**config.mk**
```make
export PLATFORM = sky130hd
export DESIGN_NAME = turn_controller
export DESIGN_NICKNAME = d
export VERILOG_FILES = /design/src/rtl/turn_controller_pkg.sv /design/src/rtl/turn_controller_button_debouncer.sv /design/src/rtl/turn_controller.sv
export SDC_FILE = /design/constraint.sdc
export NUM_CORES = 1
export LEC_CHECK = 0
export BUFFER_PORTS_ARGS = -buffer_cell sky130_fd_sc_hd__buf_2
export CAP_MARGIN = 40
export CORE_MARGIN = 5
export CORE_UTILIZATION = 33
export CTS_BUF_LIST = sky130_fd_sc_hd__clkbuf_4 sky130_fd_sc_hd__clkbuf_8
export DETAILED_ROUTE_END_ITERATION = 8
export SKIP_LAST_GASP = 1
export SLEW_MARGIN = 20
export SYNTH_ARGS = -nofsm -noshare
export SYNTH_HDL_FRONTEND = slang
export SYNTH_SLANG_ARGS = --single-unit
```
**constraint.sdc**
```tcl
create_clock -name clk -period 5.3 [get_ports clk]
set_input_delay 0.53 -clock clk [delete_from_list [all_inputs] [get_ports clk]]
set_output_delay 0.53 -clock clk [all_outputs]
set_load 0.05 [all_outputs]
```
**src/rtl/turn_controller_pkg.sv**
```systemverilog
// rtl/turn_controller_pkg.sv - shared encodings and board helpers for the turn controller
package turn_controller_pkg;

  localparam int BOARD_W = 9;

  localparam logic [2:0] ST_PLAY    = 3'd0;
  localparam logic [2:0] ST_XWIN    = 3'd1;
  localparam logic [2:0] ST_OWIN    = 3'd2;
  localparam logic [2:0] ST_DRAW    = 3'd3;
  localparam logic [2:0] ST_INVALID = 3'd4;

  localparam logic PLAYER_X = 1'b1;
  localparam logic PLAYER_O = 1'b0;

  typedef enum logic [2:0] {
    S_IDLE     = 3'd0,
    S_CHECK    = 3'd1,
    S_ISSUE    = 3'd2,
    S_WAIT_ACK = 3'd3,
    S_OVER     = 3'd4
  } state_t;

  function automatic logic is_decided(input logic [2:0] status);
    return (status == ST_XWIN) || (status == ST_OWIN) || (status == ST_DRAW);
  endfunction

  // Out-of-range indices read as empty so callers need no separate guard.
  function automatic logic board_bit(input logic [BOARD_W-1:0] board, input logic [3:0] idx);
    logic [BOARD_W-1:0] shifted;
    shifted = board >> idx;
    return (idx < 4'd9) ? shifted[0] : 1'b0;
  endfunction

endpackage

```
**src/rtl/turn_controller_button_debouncer.sv**
```systemverilog
// rtl/turn_controller_button_debouncer.sv - synchronizer, stability counter and press pulse
module button_debouncer #(
  parameter logic [15:0] DEB_CYCLES = 16'd50000
) (
  input  logic clk,
  input  logic rst,
  input  logic btn_raw,
  output logic press
);

  logic        sync1;
  logic        sync2;
  logic        level;
  logic [15:0] cnt;

  always_ff @(posedge clk or negedge rst) begin
    if (!rst) begin
      sync1 <= 1'b0;
      sync2 <= 1'b0;
      level <= 1'b0;
      cnt   <= 16'd0;
      press <= 1'b0;
    end else begin
      sync1 <= btn_raw;
      sync2 <= sync1;
      press <= 1'b0;
      // Any sample agreeing with the current level restarts the count.
      if (sync2 != level) begin
        if (cnt >= DEB_CYCLES - 16'd1) begin
          level <= sync2;
          cnt   <= 16'd0;
          press <= sync2;
        end else begin
          cnt <= cnt + 16'd1;
        end
      end else begin
        cnt <= 16'd0;
      end
    end
  end

endmodule

```
**src/rtl/turn_controller.sv**
```systemverilog
// rtl/turn_controller.sv - turns a debounced button plus square switches into validated move requests
module turn_controller
  import turn_controller_pkg::*;
#(
  parameter logic [15:0] DEB_CYCLES  = 16'd50000,
  parameter logic [7:0]  ACK_TIMEOUT = 8'd16
) (
  input  logic               clk,
  input  logic               rst,
  input  logic               btn_move,
  input  logic [3:0]         sw_square,
  input  logic [BOARD_W-1:0] X_state,
  input  logic [BOARD_W-1:0] O_state,
  input  logic [2:0]         GameStatus,
  output logic               move,
  output logic               player,
  output logic [3:0]         nextMove,
  output logic               reject,
  output logic               ack_err,
  output logic               busy
);

  state_t             state;
  state_t             state_nxt;
  logic               press;
  logic [BOARD_W-1:0] occ;
  logic               sq_bad;
  logic               acked;
  logic               invalid;
  logic               decided;
  logic               tmo_hit;
  logic               reject_nxt;
  logic [7:0]         tmo_cnt;

  button_debouncer #(.DEB_CYCLES(DEB_CYCLES)) u_debouncer (
    .clk     (clk),
    .rst     (rst),
    .btn_raw (btn_move),
    .press   (press)
  );

  assign occ     = X_state | O_state;
  assign sq_bad  = (nextMove > 4'd8) || board_bit(occ, nextMove);
  assign acked   = (player == PLAYER_X) ? board_bit(X_state, nextMove)
                                        : board_bit(O_state, nextMove);
  assign invalid = (GameStatus == ST_INVALID);
  assign decided = is_decided(GameStatus);
  assign tmo_hit = (tmo_cnt >= ACK_TIMEOUT - 8'd1);

  always_ff @(posedge clk or negedge rst) begin
    if (!rst) state <= S_IDLE;
    else      state <= state_nxt;
  end

  always_comb begin
    state_nxt = state;
    case (state)
      S_IDLE: begin
        if (decided)    state_nxt = S_OVER;
        else if (press) state_nxt = S_CHECK;
      end
      S_CHECK:    state_nxt = sq_bad ? S_IDLE : S_ISSUE;
      S_ISSUE:    state_nxt = S_WAIT_ACK;
      S_WAIT_ACK: if (acked || invalid || tmo_hit) state_nxt = S_IDLE;
      S_OVER:     if (GameStatus == ST_PLAY) state_nxt = S_IDLE;
      default:    state_nxt = S_IDLE;
    endcase
  end

  // An acknowledgement seen in the same cycle as an invalid status still counts.
  always_comb begin
    move       = (state == S_ISSUE);
    busy       = (state == S_CHECK) || (state == S_ISSUE) || (state == S_WAIT_ACK);
    reject_nxt = 1'b0;
    case (state)
      S_IDLE:     reject_nxt = decided && press;
      S_CHECK:    reject_nxt = sq_bad;
      S_WAIT_ACK: reject_nxt = !acked && invalid;
      S_OVER:     reject_nxt = press;
      default:    reject_nxt = 1'b0;
    endcase
  end

  always_ff @(posedge clk or negedge rst) begin
    if (!rst) begin
      player   <= PLAYER_X;
      nextMove <= 4'd0;
      reject   <= 1'b0;
      ack_err  <= 1'b0;
      tmo_cnt  <= 8'd0;
    end else begin
      reject <= reject_nxt;
      case (state)
        S_IDLE:  if (!decided && press) nextMove <= sw_square;
        S_ISSUE: tmo_cnt <= 8'd0;
        S_WAIT_ACK: begin
          tmo_cnt <= tmo_cnt + 8'd1;
          if (acked)                      player  <= ~player;
          else if (!invalid && tmo_hit)   ack_err <= 1'b1;
        end
        S_OVER:  if (GameStatus == ST_PLAY) player <= PLAYER_X;
        default: ;
      endcase
    end
  end

endmodule

```
* Yosys cells after proc, flatten, opt, wreduce, memory -nomap -nowiden
Cells that the tools add are included.
** Operators by class
- Add/subtract/negate cells :: 2
- Magnitude comparators :: 4
- Equal/unequal tests :: 13
- Shift-type cells :: 3
- Mux-type cells :: 19
- Bitwise operators :: 3
- Reductions and logical operators :: 23
** Operators by type and width (count)
- $mux 16 :: 2
- $shr 9x4->1 :: 3
- $add 16x1->16 const B :: 1
- $ge 16x16->1 const B :: 1
- $pmux 8 s2 :: 1
- $pmux 3 s5 :: 1
- $eq 3x2->1 const B :: 4
- $mux 3 :: 4
- $or 9x9->9 :: 1
- $reduce_and 3->1 :: 3
- $add 8x1->8 const B :: 1
- $ge 8x4->1 const B :: 1
- $mux 1 :: 8
- $logic_or 1x1->1 :: 7
- $eq 3x1->1 const B :: 2
- $eq 3x3->1 const B :: 2
- $logic_not 3->1 :: 2
- $ne 2x2->1 const B :: 3
- $gt 4x4->1 const B :: 1
- $logic_and 1x1->1 :: 4
- $lt 4x4->1 const B :: 1
- $pmux 1 s4 :: 1
- $reduce_and 2->1 :: 2
- $reduce_bool 2->1 :: 2
- other kinds (6) :: 9
** Word-level totals
- Register bits :: 38

* Logic depth before layout (Yosys ltp)
- Depth after elaboration :: 7
- Depth in mapped cells :: 7

* Cells and area by module
From an unflattened synthesis, not the netlist that was laid out.
** Unflattened totals
- Cells, all modules :: 217
- Area total of the unflattened synthesis :: 2157.1 um^2
** By module, submodules not included
- turn_controller :: instances 1, cells each 129, area each 1187.4 um^2
- button_debouncer :: instances 1, cells each 88, area each 969.7 um^2

* Worst setup path after synthesis
Ideal clock, no wire load.
- Path kind :: reg-to-output
- Start :: reg state[2]
- End :: out move
- Data arrival time :: 1.591 ns
- Slack :: 3.179 ns
- Cell stages (with the launch flop) :: 5
- Path through :: dfrtp_1 > buf_6 > nand2b_1 > clkbuf_1 > nor2_1
** Between the ends
- Word-level cells in the longest chain between the ends :: 1
** Ends and longest elaborated chain
- start: declaration :: RTL line turn_controller.sv:23 : state_t state;
- start signal: assignment :: RTL line turn_controller.sv:52 : else state <= state_nxt;
- $eq 3x2->1 :: RTL line turn_controller.sv:72 : move = (state == S_ISSUE);
- end: declaration :: RTL line turn_controller.sv:15 : output logic move,
Every way passes these cells.

* Final worst setup path
Ends and elaborated chain as after synthesis.

==> metrics.txt <==
dpl cell area=0.00236 mm2; Startpoint Class=flip-flop; # rows=29; Via-to-Cell Ratio=5.07; fraction of the mapped netlist area in adder cells=0.0118; TritonRoute pass-1 iters=6; final hold slack=0.0808 ns; min cycle time layout=2.27 ns; Die ar.=0.00813 mm2; area grow syn2layout=16.8%; P per Cell Area=259 mW/mm2; CP startpoint=state[2]; post-CTS sizing=0; FF-to-FF path depth=5; Final Instance Area=0.00247 mm2; simple-gate portion of the synthesized area=0.249; R2R Setup Slk=3.18 ns; antenna violations before repair=0; setup TNS=0 ns; io pins=37; Post-CTS Setup Bufs=0; measured slew at the worst slew-check pin=roughly 0.70 ns; Netlist cell types=52; H-tree Lvls=2; mean area per synthesized cell=9.81 um2; combinational family with the most area after synthesis=simple AND/OR/NAND/NOR gates; Clock Latency Late Sink=0.29 ns; synthesized flop and latch total=38; global-route wire length before repair=7490 um; Syn. warnings=0; Cells after Synth=216; FMAX=about 440 MHz; Final Hold Fails=0; CTS tree=done; WP data arrival=1.74 ns; CTS sink count=38; Synth Net Count=246; routability cong.=0.758; Worst Setup EP=move; Synth async-reset ratio=1.00; final net count=283; Avg WL per Cell=12.9 um; Total Wirelength=4270 um; compound-gate portion of the synthesized area=0.121; sequential share of the synthesized area=0.449; Initial Utilization=0.336; Die Span Y=90.1 um; WS Path Type=reg -> out; clk slew on worst S/H paths=0.07 ns; final worst-path cycle share=0.427; Setup-failing EPs final=0; Routed Antenna Nets=0; root buffer cell=clkbuf_8; initial drt markers=92; RSZ-0062 raised after global routing=false; DRC=0; Max Transition Viols Final=0; Mapped Area=roughly 0.0021 mm2; Worst R2R End=state[0]; gr ovfl total=0; via count=roughly 1,700; XOR/XNOR share of the synthesized area=0.0661; port bufs=36; Design Power=0.642 mW; Peak VDD IR=0.111 mV; max_cap viols=0; Worst Skew=0.00803 ns; pre-CTS WS=approximately 3.2 ns; Final HPWL DP=3260 um; final worst setup slack=around 3.0 ns; CTS Buffer Depth=2; Tightest Hold Check Type=in -> async; Top FF cell, synth=dfrtp_1; P_leak=about 1.1 nW; number of synthesized flops with an enable pin=0; worst r2r src=nextMove[1]; all-layer global routing usage=0.110; Slew headroom=0.531; vias in the first global route=1,664; Critical Path RT=4.77 ns; Placeable Area=around 0.0063 mm2; Post-Layout Cell Count=331; mux share of post-synthesis cell area=0.0702; Die Wd=90.1 um; hold_buf cts=0; Core Util, Final=0.392; nature of the critical path endpoint=primary output; largest net degree at the start of global routing=32; placed cell count=323; number of diodes=0; Worst Path Max Fanout=14; total CTS buffers=5; ratio of cells with drive above 1 in the final layout=0.236; status=complete, no violations
## registers in the layout, summed over array words and instances, names as in the netlist
signal             flops
state                  3
player                 1
tmo_cnt                8
u_debouncer.level      1
u_debouncer.sync1      1
reject                 1
u_debouncer.sync2      1
ack_err                1
u_debouncer.cnt       16
nextMove               4
u_debouncer.press      1
## worst max-delay path, cell delays in order, from the launching register on
cell	delay, ns
dfrtp_1	0.47
nand2b_1	0.40
nor2_1	0.26
buf_2	0.31
## final cells by class
class                           count  area [um2]
Fill cell                         674        3840
Clock buffer                        7        83.8
Multi-Input combinational cell    167        1100
Sequential cell                    38         952
Tap cell                           77        96.3
Inverter                            4        15.0
Timing Repair Buffer               37         200
Clock inverter                      1        30.0
## worst min-delay path by stage
stage,start,end,slack [ns]
after global placement,u_debouncer.sync1,u_debouncer.sync2,0.33
after floorplan,rst,ack_err,0.23
after detailed placement,u_debouncer.sync1,u_debouncer.sync2,0.34
after global routing,rst,tmo_cnt[1],0.08
final,rst,tmo_cnt[1],0.08
after CTS,rst,tmo_cnt[3],0.08
## metal layers
layer	routed length [um]	track usage
met1	1990	0.142
met2	2130	0.176
met3	117	0.0326
met4	33	0.0335
met5	0	0
## synth_stat cells, types with 2 or more instances
master / instances / share of area
buf_6: 3 / 0.016
xnor2_1: 10 / 0.041
a22o_1: 2 / 0.0083
nor3b_1: 2 / 0.0071
o21ai_1: 3 / 0.0071
and3_1: 5 / 0.015
a211oi_1: 3 / 0.011
buf_2: 2 / 0.0047
nor4_1: 4 / 0.012
ha_1: 2 / 0.012
nor2_1: 29 / 0.051
inv_1: 3 / 0.0053
a31oi_1: 2 / 0.0059
nand2_1: 21 / 0.037
a21o_1: 2 / 0.0071
nand2b_1: 3 / 0.0089
or3_1: 3 / 0.0089
mux2_2: 5 / 0.027
o21bai_1: 2 / 0.0071
nand3_1: 12 / 0.028
o22ai_1: 3 / 0.0089
nor3_1: 10 / 0.024
dfrtp_1: 37 / 0.44
o21ai_0: 6 / 0.014
a21oi_1: 4 / 0.0094
xor2_1: 6 / 0.025
mux2i_1: 7 / 0.033
## cell families (layout without fill, tap and decap cells)
family | count (synthesis) | after routing
flip-flops | 38 | 38
multiplexers | 13 | 13
AND/OR/NAND/NOR | 102 | 102
AO/OA/AOI/OAI | 34 | 34
buffers and inverters | 11 | 49
XOR/XNOR | 16 | 16
adder cells (fa/ha/maj) | 2 | 2
## where the power goes
part           internal (mW)  switching [mW]
registers              0.303          0.0186
clock network          0.151          0.0974
logic                 0.0325          0.0400
total                  0.486           0.156
## cell usage in the layout (no fill, tap or decap), types with 4 or more instances in the layout
| master | count |
|---|---|
| a21oi_1 | 4 |
| nor3_1 | 10 |
| mux2_2 | 5 |
| clkbuf_8 | 5 |
| o21ai_0 | 6 |
| nand2_1 | 21 |
| xor2_1 | 6 |
| nor2_1 | 29 |
| dfrtp_1 | 37 |
| xnor2_1 | 10 |
| buf_2 | 36 |
| mux2i_1 | 7 |
| nand3_1 | 12 |
| nor4_1 | 4 |
| and3_1 | 5 |
Power figures use the tool's default switching activity.
